## src/rtl/multicycle_control.sv

```systemverilog
// multicycle_control: multicycle CPU control FSM sequencing fetch, decode,
// execute, memory access and writeback, with a retired-instruction counter.
//   clk, reset_n        clock and asynchronous active-low reset
//   opcode, funct       instruction fields (opcode valid from DECODE onward)
//   zero, mem_ready     ALU zero flag, memory access completes this cycle
//   alu_control/src_*   ALU operation and operand selects
//   pc_source, pc_en    PC next-value select and write strobe
//   iord, mem_read/write, ir_write, reg_write, reg_dst, mem_to_reg
//   halted, state       stop indication and debug view of the state register
//   instr_count         retired-instruction count, wraps modulo 2^COUNT_W
// Build option: define ILLEGAL_OPCODE_TRAP_EN to send unknown opcodes to TRAP
// instead of treating them as NOPs.
module multicycle_control #(
  parameter int COUNT_W = 32
) (
  input  logic               clk,
  input  logic               reset_n,
  input  logic [5:0]         opcode,
  input  logic [5:0]         funct,
  input  logic               zero,
  input  logic               mem_ready,
  output logic [2:0]         alu_control,
  output logic               alu_src_a,
  output logic [1:0]         alu_src_b,
  output logic [1:0]         pc_source,
  output logic               pc_en,
  output logic               iord,
  output logic               mem_read,
  output logic               mem_write,
  output logic               ir_write,
  output logic               reg_write,
  output logic               reg_dst,
  output logic               mem_to_reg,
  output logic               halted,
  output logic [3:0]         state,
  output logic [COUNT_W-1:0] instr_count
);
  localparam logic [2:0] ALU_ADD = 3'd0, ALU_SUB = 3'd1, ALU_AND = 3'd2, ALU_OR = 3'd3, ALU_XOR = 3'd4;
  typedef enum logic [3:0] {
    FETCH = 4'd0, DECODE = 4'd1, MEM_ADDR = 4'd2, MEM_READ = 4'd3, MEM_WB = 4'd4,
    MEM_WRITE = 4'd5, R_EXEC = 4'd6, R_WB = 4'd7, BRANCH = 4'd8, JUMP = 4'd9,
    I_EXEC = 4'd10, I_WB = 4'd11, HALT = 4'd12, TRAP = 4'd13
  } state_t;
  state_t r_state, w_next, w_dec;
  logic [COUNT_W-1:0] r_count;
  logic [2:0] w_alu_r;
  logic w_pc_en, w_ir_write, w_mem_read, w_mem_write, w_reg_write;
  always_ff @(posedge clk or negedge reset_n)
    if (!reset_n) begin
      r_state <= FETCH;
      r_count <= '0;
    end else begin
      r_state <= w_next;
      if (r_state != FETCH && w_next == FETCH) r_count <= r_count + COUNT_W'(1);
    end
  always_comb begin
    w_dec = FETCH;
    case (opcode)
      6'h00:        w_dec = R_EXEC;
      6'h23, 6'h2B: w_dec = MEM_ADDR;
      6'h04, 6'h05: w_dec = BRANCH;
      6'h02:        w_dec = JUMP;
      6'h08:        w_dec = I_EXEC;
      6'h3F:        w_dec = HALT;
`ifdef ILLEGAL_OPCODE_TRAP_EN
      default:      w_dec = TRAP;
`else
      default:      w_dec = FETCH;
`endif
    endcase
  end
  always_comb begin
    w_next = FETCH;
    case (r_state)
      FETCH:      w_next = mem_ready ? DECODE : FETCH;
      DECODE:     w_next = w_dec;
      MEM_ADDR:   w_next = (opcode == 6'h2B) ? MEM_WRITE : MEM_READ;
      MEM_READ:   w_next = mem_ready ? MEM_WB : MEM_READ;
      MEM_WRITE:  w_next = mem_ready ? FETCH : MEM_WRITE;
      R_EXEC:     w_next = R_WB;
      I_EXEC:     w_next = I_WB;
      HALT, TRAP: w_next = r_state;
      default:    w_next = FETCH;
    endcase
  end
  // Unlisted funct codes fall through to ADD rather than trapping.
  assign w_alu_r = (funct == 6'h22) ? ALU_SUB :
                   (funct == 6'h24) ? ALU_AND :
                   (funct == 6'h25) ? ALU_OR  :
                   (funct == 6'h26) ? ALU_XOR : ALU_ADD;
  assign alu_control = (r_state == BRANCH) ? ALU_SUB : (r_state == R_EXEC) ? w_alu_r : ALU_ADD;
  assign alu_src_a   = r_state inside {MEM_ADDR, R_EXEC, BRANCH, I_EXEC};
  assign alu_src_b   = (r_state == FETCH) ? 2'd1 : (r_state == DECODE) ? 2'd3 :
                       (r_state inside {MEM_ADDR, I_EXEC}) ? 2'd2 : 2'd0;
  assign pc_source   = (r_state == BRANCH) ? 2'd1 : (r_state == JUMP) ? 2'd2 : 2'd0;
  assign iord        = r_state inside {MEM_READ, MEM_WRITE};
  assign reg_dst     = r_state == R_WB;
  assign mem_to_reg  = r_state == MEM_WB;
  assign halted      = r_state inside {HALT, TRAP};
  // opcode[0] separates BNE (0x05) from BEQ (0x04).
  assign w_pc_en     = (r_state == FETCH) ? mem_ready :
                       (r_state == BRANCH) ? (opcode[0] ? ~zero : zero) : (r_state == JUMP);
  assign w_ir_write  = (r_state == FETCH) & mem_ready;
  assign w_mem_read  = r_state inside {FETCH, MEM_READ};
  assign w_mem_write = r_state == MEM_WRITE;
  assign w_reg_write = r_state inside {MEM_WB, R_WB, I_WB};
  // Strobes are gated directly by reset so they drop the instant reset asserts.
  assign pc_en       = reset_n & w_pc_en;
  assign ir_write    = reset_n & w_ir_write;
  assign mem_read    = reset_n & w_mem_read;
  assign mem_write   = reset_n & w_mem_write;
  assign reg_write   = reset_n & w_reg_write;
  assign state       = r_state;
  assign instr_count = r_count;
endmodule

```

## config.mk

```make
export PLATFORM = sky130hd
export DESIGN_NAME = multicycle_control
export DESIGN_NICKNAME = d
export VERILOG_FILES = /design/src/rtl/multicycle_control.sv
export SDC_FILE = /design/constraint.sdc
export NUM_CORES = 1
export LEC_CHECK = 0
export CAP_MARGIN = 10
export CORE_ASPECT_RATIO = 1.25
export CORE_MARGIN = 2
export CORE_UTILIZATION = 63
export DETAILED_ROUTE_END_ITERATION = 6
export DONT_BUFFER_PORTS = 1
export HOLD_SLACK_MARGIN = 0.12
export PLACE_DENSITY_LB_ADDON = 0.2
export RECOVER_POWER = 50
export SYNTH_ARGS = -nofsm -noshare
export SYNTH_HDL_FRONTEND = slang
export SYNTH_SLANG_ARGS = --single-unit
```

## constraint.sdc

```tcl
create_clock -name clk -period 3.35 [get_ports clk]
set_input_delay 0.67 -clock clk [delete_from_list [all_inputs] [get_ports clk]]
set_output_delay 0.67 -clock clk [all_outputs]
set_load 0.02 [all_outputs]
```

==> flow_metrics.tcl <==
set metrics [dict create \
    ir_drop_mv 0.392 \
    layout-drive-gt1-share_pct 17.2 \
    cp-start-kind "flip-flop" \
    design.core.area_sq_mm 0.00375 \
    critPathCaptureType "primary output" \
    areaGrowthSynthToFinish_pct 4.89 \
    syn_inst 264 \
    top_layer "met4" \
    rsz0062_at_grt "false" \
    cts_tree "built" \
    antenna_found_initial 0 \
    wl_met3_um 356 \
    grt_max_degree 37 \
    syn_area_sq_mm 0.00246 \
    dp_hpwl_mm 3.85 \
    io_pins 69 \
    reg2reg_from "state[0]$_DFF_PN0_" \
    ctsResizeCount 0 \
    m1WireLength_mm 2.32 \
    async_flop_share_pct 100 \
    tns_ns 0 \
    syn_area_per_cell_sq_um 9.31 \
    die_x_um 59.9 \
    final.min_clock_period_ns 2.78 \
    design_area_sq_mm 0.00258 \
    yosys_register_bits 36 \
    setup_viol 0 \
    htreeDepth 2 \
    diodes 0 \
    wirelength_mm 5.58 \
    wl_met2_mm 2.77 \
    hold_violations 0 \
    grt_usage_pct 27.1 \
    ys.flop_type "dfrtp_1" \
    reg2reg_depth 8 \
    initial_core_util_pct 65.5 \
    dieArea_sq_mm 0.00442 \
    synthTopCellsByArea "dfrtp_1 37%, nor4_2 11%, xor2_1 11%, nor3_1 3.7%, nand2_1 3.7%" \
    fin_nets 283 \
    cts_buffers 5 \
    r2r_end "instr_count[30]$_DFFE_PN0P_" \
    reg2reg_slack_ns 0.72 \
    cts.sinks 36 \
    worstSetupStartpoint "state[3]$_DFF_PN0_" \
    yosysSeqAreaShare_pct 36.7 \
    port-buffer-count 0 \
    clk_latency_ns 0.30 \
    p_leak_nw 1.15 \
    path_clk_slew_ns 0.08 \
    maxSlewViolCount 37 \
    drv_cap 1 \
    crit_required_ns 2.68 \
    gp_congestion 0.929 \
    grt_pass1_wl_mm 9.03 \
    drc 0 \
    hold_class "flip-flop to flip-flop" \
    drt_iter0_drc 124 \
    yosys_warnings 0 \
    die_h_um 73.8 \
    synth_fp_nets 281 \
    cts.path.max_buffers 2 \
    critical_path_arrival_ns 2.11 \
    critPathKind "flip-flop to primary output" \
    ys_types 40 \
    avgRoutedWirePerCell_um 18.2 \
    vias_per_cell 6.64 \
    status "complete, but fails checks" \
    grt_pass1_vias 1959 \
    fin_crit_sh_pct 82.9 \
    dr.pass1.iters 4 \
    critical_path_peak_fanout 12 \
    synth_edf_count 0 \
    ant_nets 0 \
    max_freq_ghz 0.360 \
    post_cts_buffers 0 \
    maxSlewHeadroom_pct -26.1 \
    synth_largest_area_cell "dfrtp_1" \
    violations "capacitance limit, slew limit" \
    via_count 2038 \
    placed_area_sq_mm 0.00249 \
    synth.top_cell.area_share_pct 36.7 \
    critPathCapture "alu_control[2]" \
    worst_pin_slew_ns 1.89 \
    fin_skew_ns 0.00946 \
    cts_root_buf "clkbuf_8" \
    grt_overflow 0 \
    powerDensity_mw_per_mm2 618 \
    row_count 25 \
]
[routing by layer]
metal	global-route usage (%)	up-vias
li1	-	964
met1	32.7	982
met2	44.2	78
met3	8.10	14
met4	12.1	0
met5	0	-
[placed cells by master (no fill, tap or decap), types with 2 or more instances in the layout]
cell type and instances:
a21oi_1 5, and3_1 6, and4_1 5, buf_4 11, clkbuf_8 5, clkinv_2 2
dfrtp_1 36, inv_1 4, nand2_1 24, nand2b_1 4, nand3_1 14, nand4_1 12
nor2_1 19, nor2b_1 3, nor3_1 18, nor3b_1 2, nor4_1 3, nor4_2 22
nor4b_2 3, o21ai_0 4, or3_1 10, or4_1 3, xnor2_1 5, xor2_1 30
[synth_stat cells, types with 5 or more instances]
master,n
nor4_2,22
and4_1,5
buf_2,8
nand4_1,12
nor3_1,18
nand2_1,24
a21oi_1,5
or3_1,10
nand3_1,14
dfrtp_1,36
nor2_1,19
and3_1,6
xor2_1,30
xnor2_1,5
[what timing repair did]
action,in CTS,in global routing
setup endpoints to repair,0,0
hold endpoints to repair,36,0
hold buffers,1,0
[final cells by class]
type	count	area, sq um
repair buffers	12	86.3
inverters	4	15.0
well taps	40	50.0
clock buffers	5	68.8
flip-flops and latches	36	901
clock inverters	3	18.8
fillers	296	1180
multi-input cells	207	1440
[cells by family (layout without fill, tap and decap cells)]
| logic type | after synthesis | in the layout | synth area share [%] |
|---|---|---|---|
| buf+inv | 21 | 24 | 4.84 |
| compound gates | 18 | 18 | 4.84 |
| mux | 1 | 1 | 0.458 |
| fa+ha+maj | 1 | 1 | 0.509 |
| flops | 36 | 36 | 36.7 |
| xor+xnor | 35 | 35 | 12.5 |
| simple gates | 152 | 152 | 40.2 |
[how the worst min path moves through the flow]
| stage | from | to | slack [ns] | cells past startpoint |
|---|---|---|---|---|
| global placement | reset_n | instr_count[7]$_DFFE_PN0P_ | 0.38 | 0 |
| global route | instr_count[31]$_DFFE_PN0P_ | instr_count[31]$_DFFE_PN0P_ | 0.64 | 1 |
| detailed placement | reset_n | instr_count[7]$_DFFE_PN0P_ | 0.38 | 0 |
| finish | instr_count[31]$_DFFE_PN0P_ | instr_count[31]$_DFFE_PN0P_ | 0.61 | 1 |
| CTS | reset_n | instr_count[1]$_DFFE_PN0P_ | 0.20 | 1 |
| floorplan | reset_n | instr_count[0]$_DFFE_PN0P_ | 0.37 | 0 |
[where the power goes]
group          switching, W  leakage, nW  internal, W
clock              0.000168       0.0479     0.000145
combinational      0.000489        0.618     0.000190
sequential         0.000114        0.485     0.000487
total              0.000771         1.15     0.000822
[critical path: stages (launching register included)]
cell and delay (ns):
dfrtp_1 0.43, buf_4 0.21, nand2b_1 0.21, nor3_1 0.30, nand2_1 0.11, nor3_1 0.53
[sequential cells by signal, indices dropped and copies added (netlist names)]
signal and count:
state 4, instr_count 32
[per-stage QoR]
| stage | std cells | worst slack, ns | hold slack, ns | utilization (%) | power (W) |
|---|---|---|---|---|---|
| after floorplan | 264 | 0.727 | 0.374 | - | 0.00119 |
| after global placement | 298 | 0.660 | 0.375 | 66.2 | 0.00126 |
| after detailed placement | 298 | 0.625 | 0.375 | 66.2 | 0.00127 |
| after CTS | 307 | 0.561 | 0.200 | 69.1 | 0.00159 |
| after global routing | 307 | 0.395 | 0.637 | 68.7 | 0.00169 |
| final | 307 | 0.573 | 0.609 | 68.7 | 0.00159 |
Power figures use the tool's default switching activity.
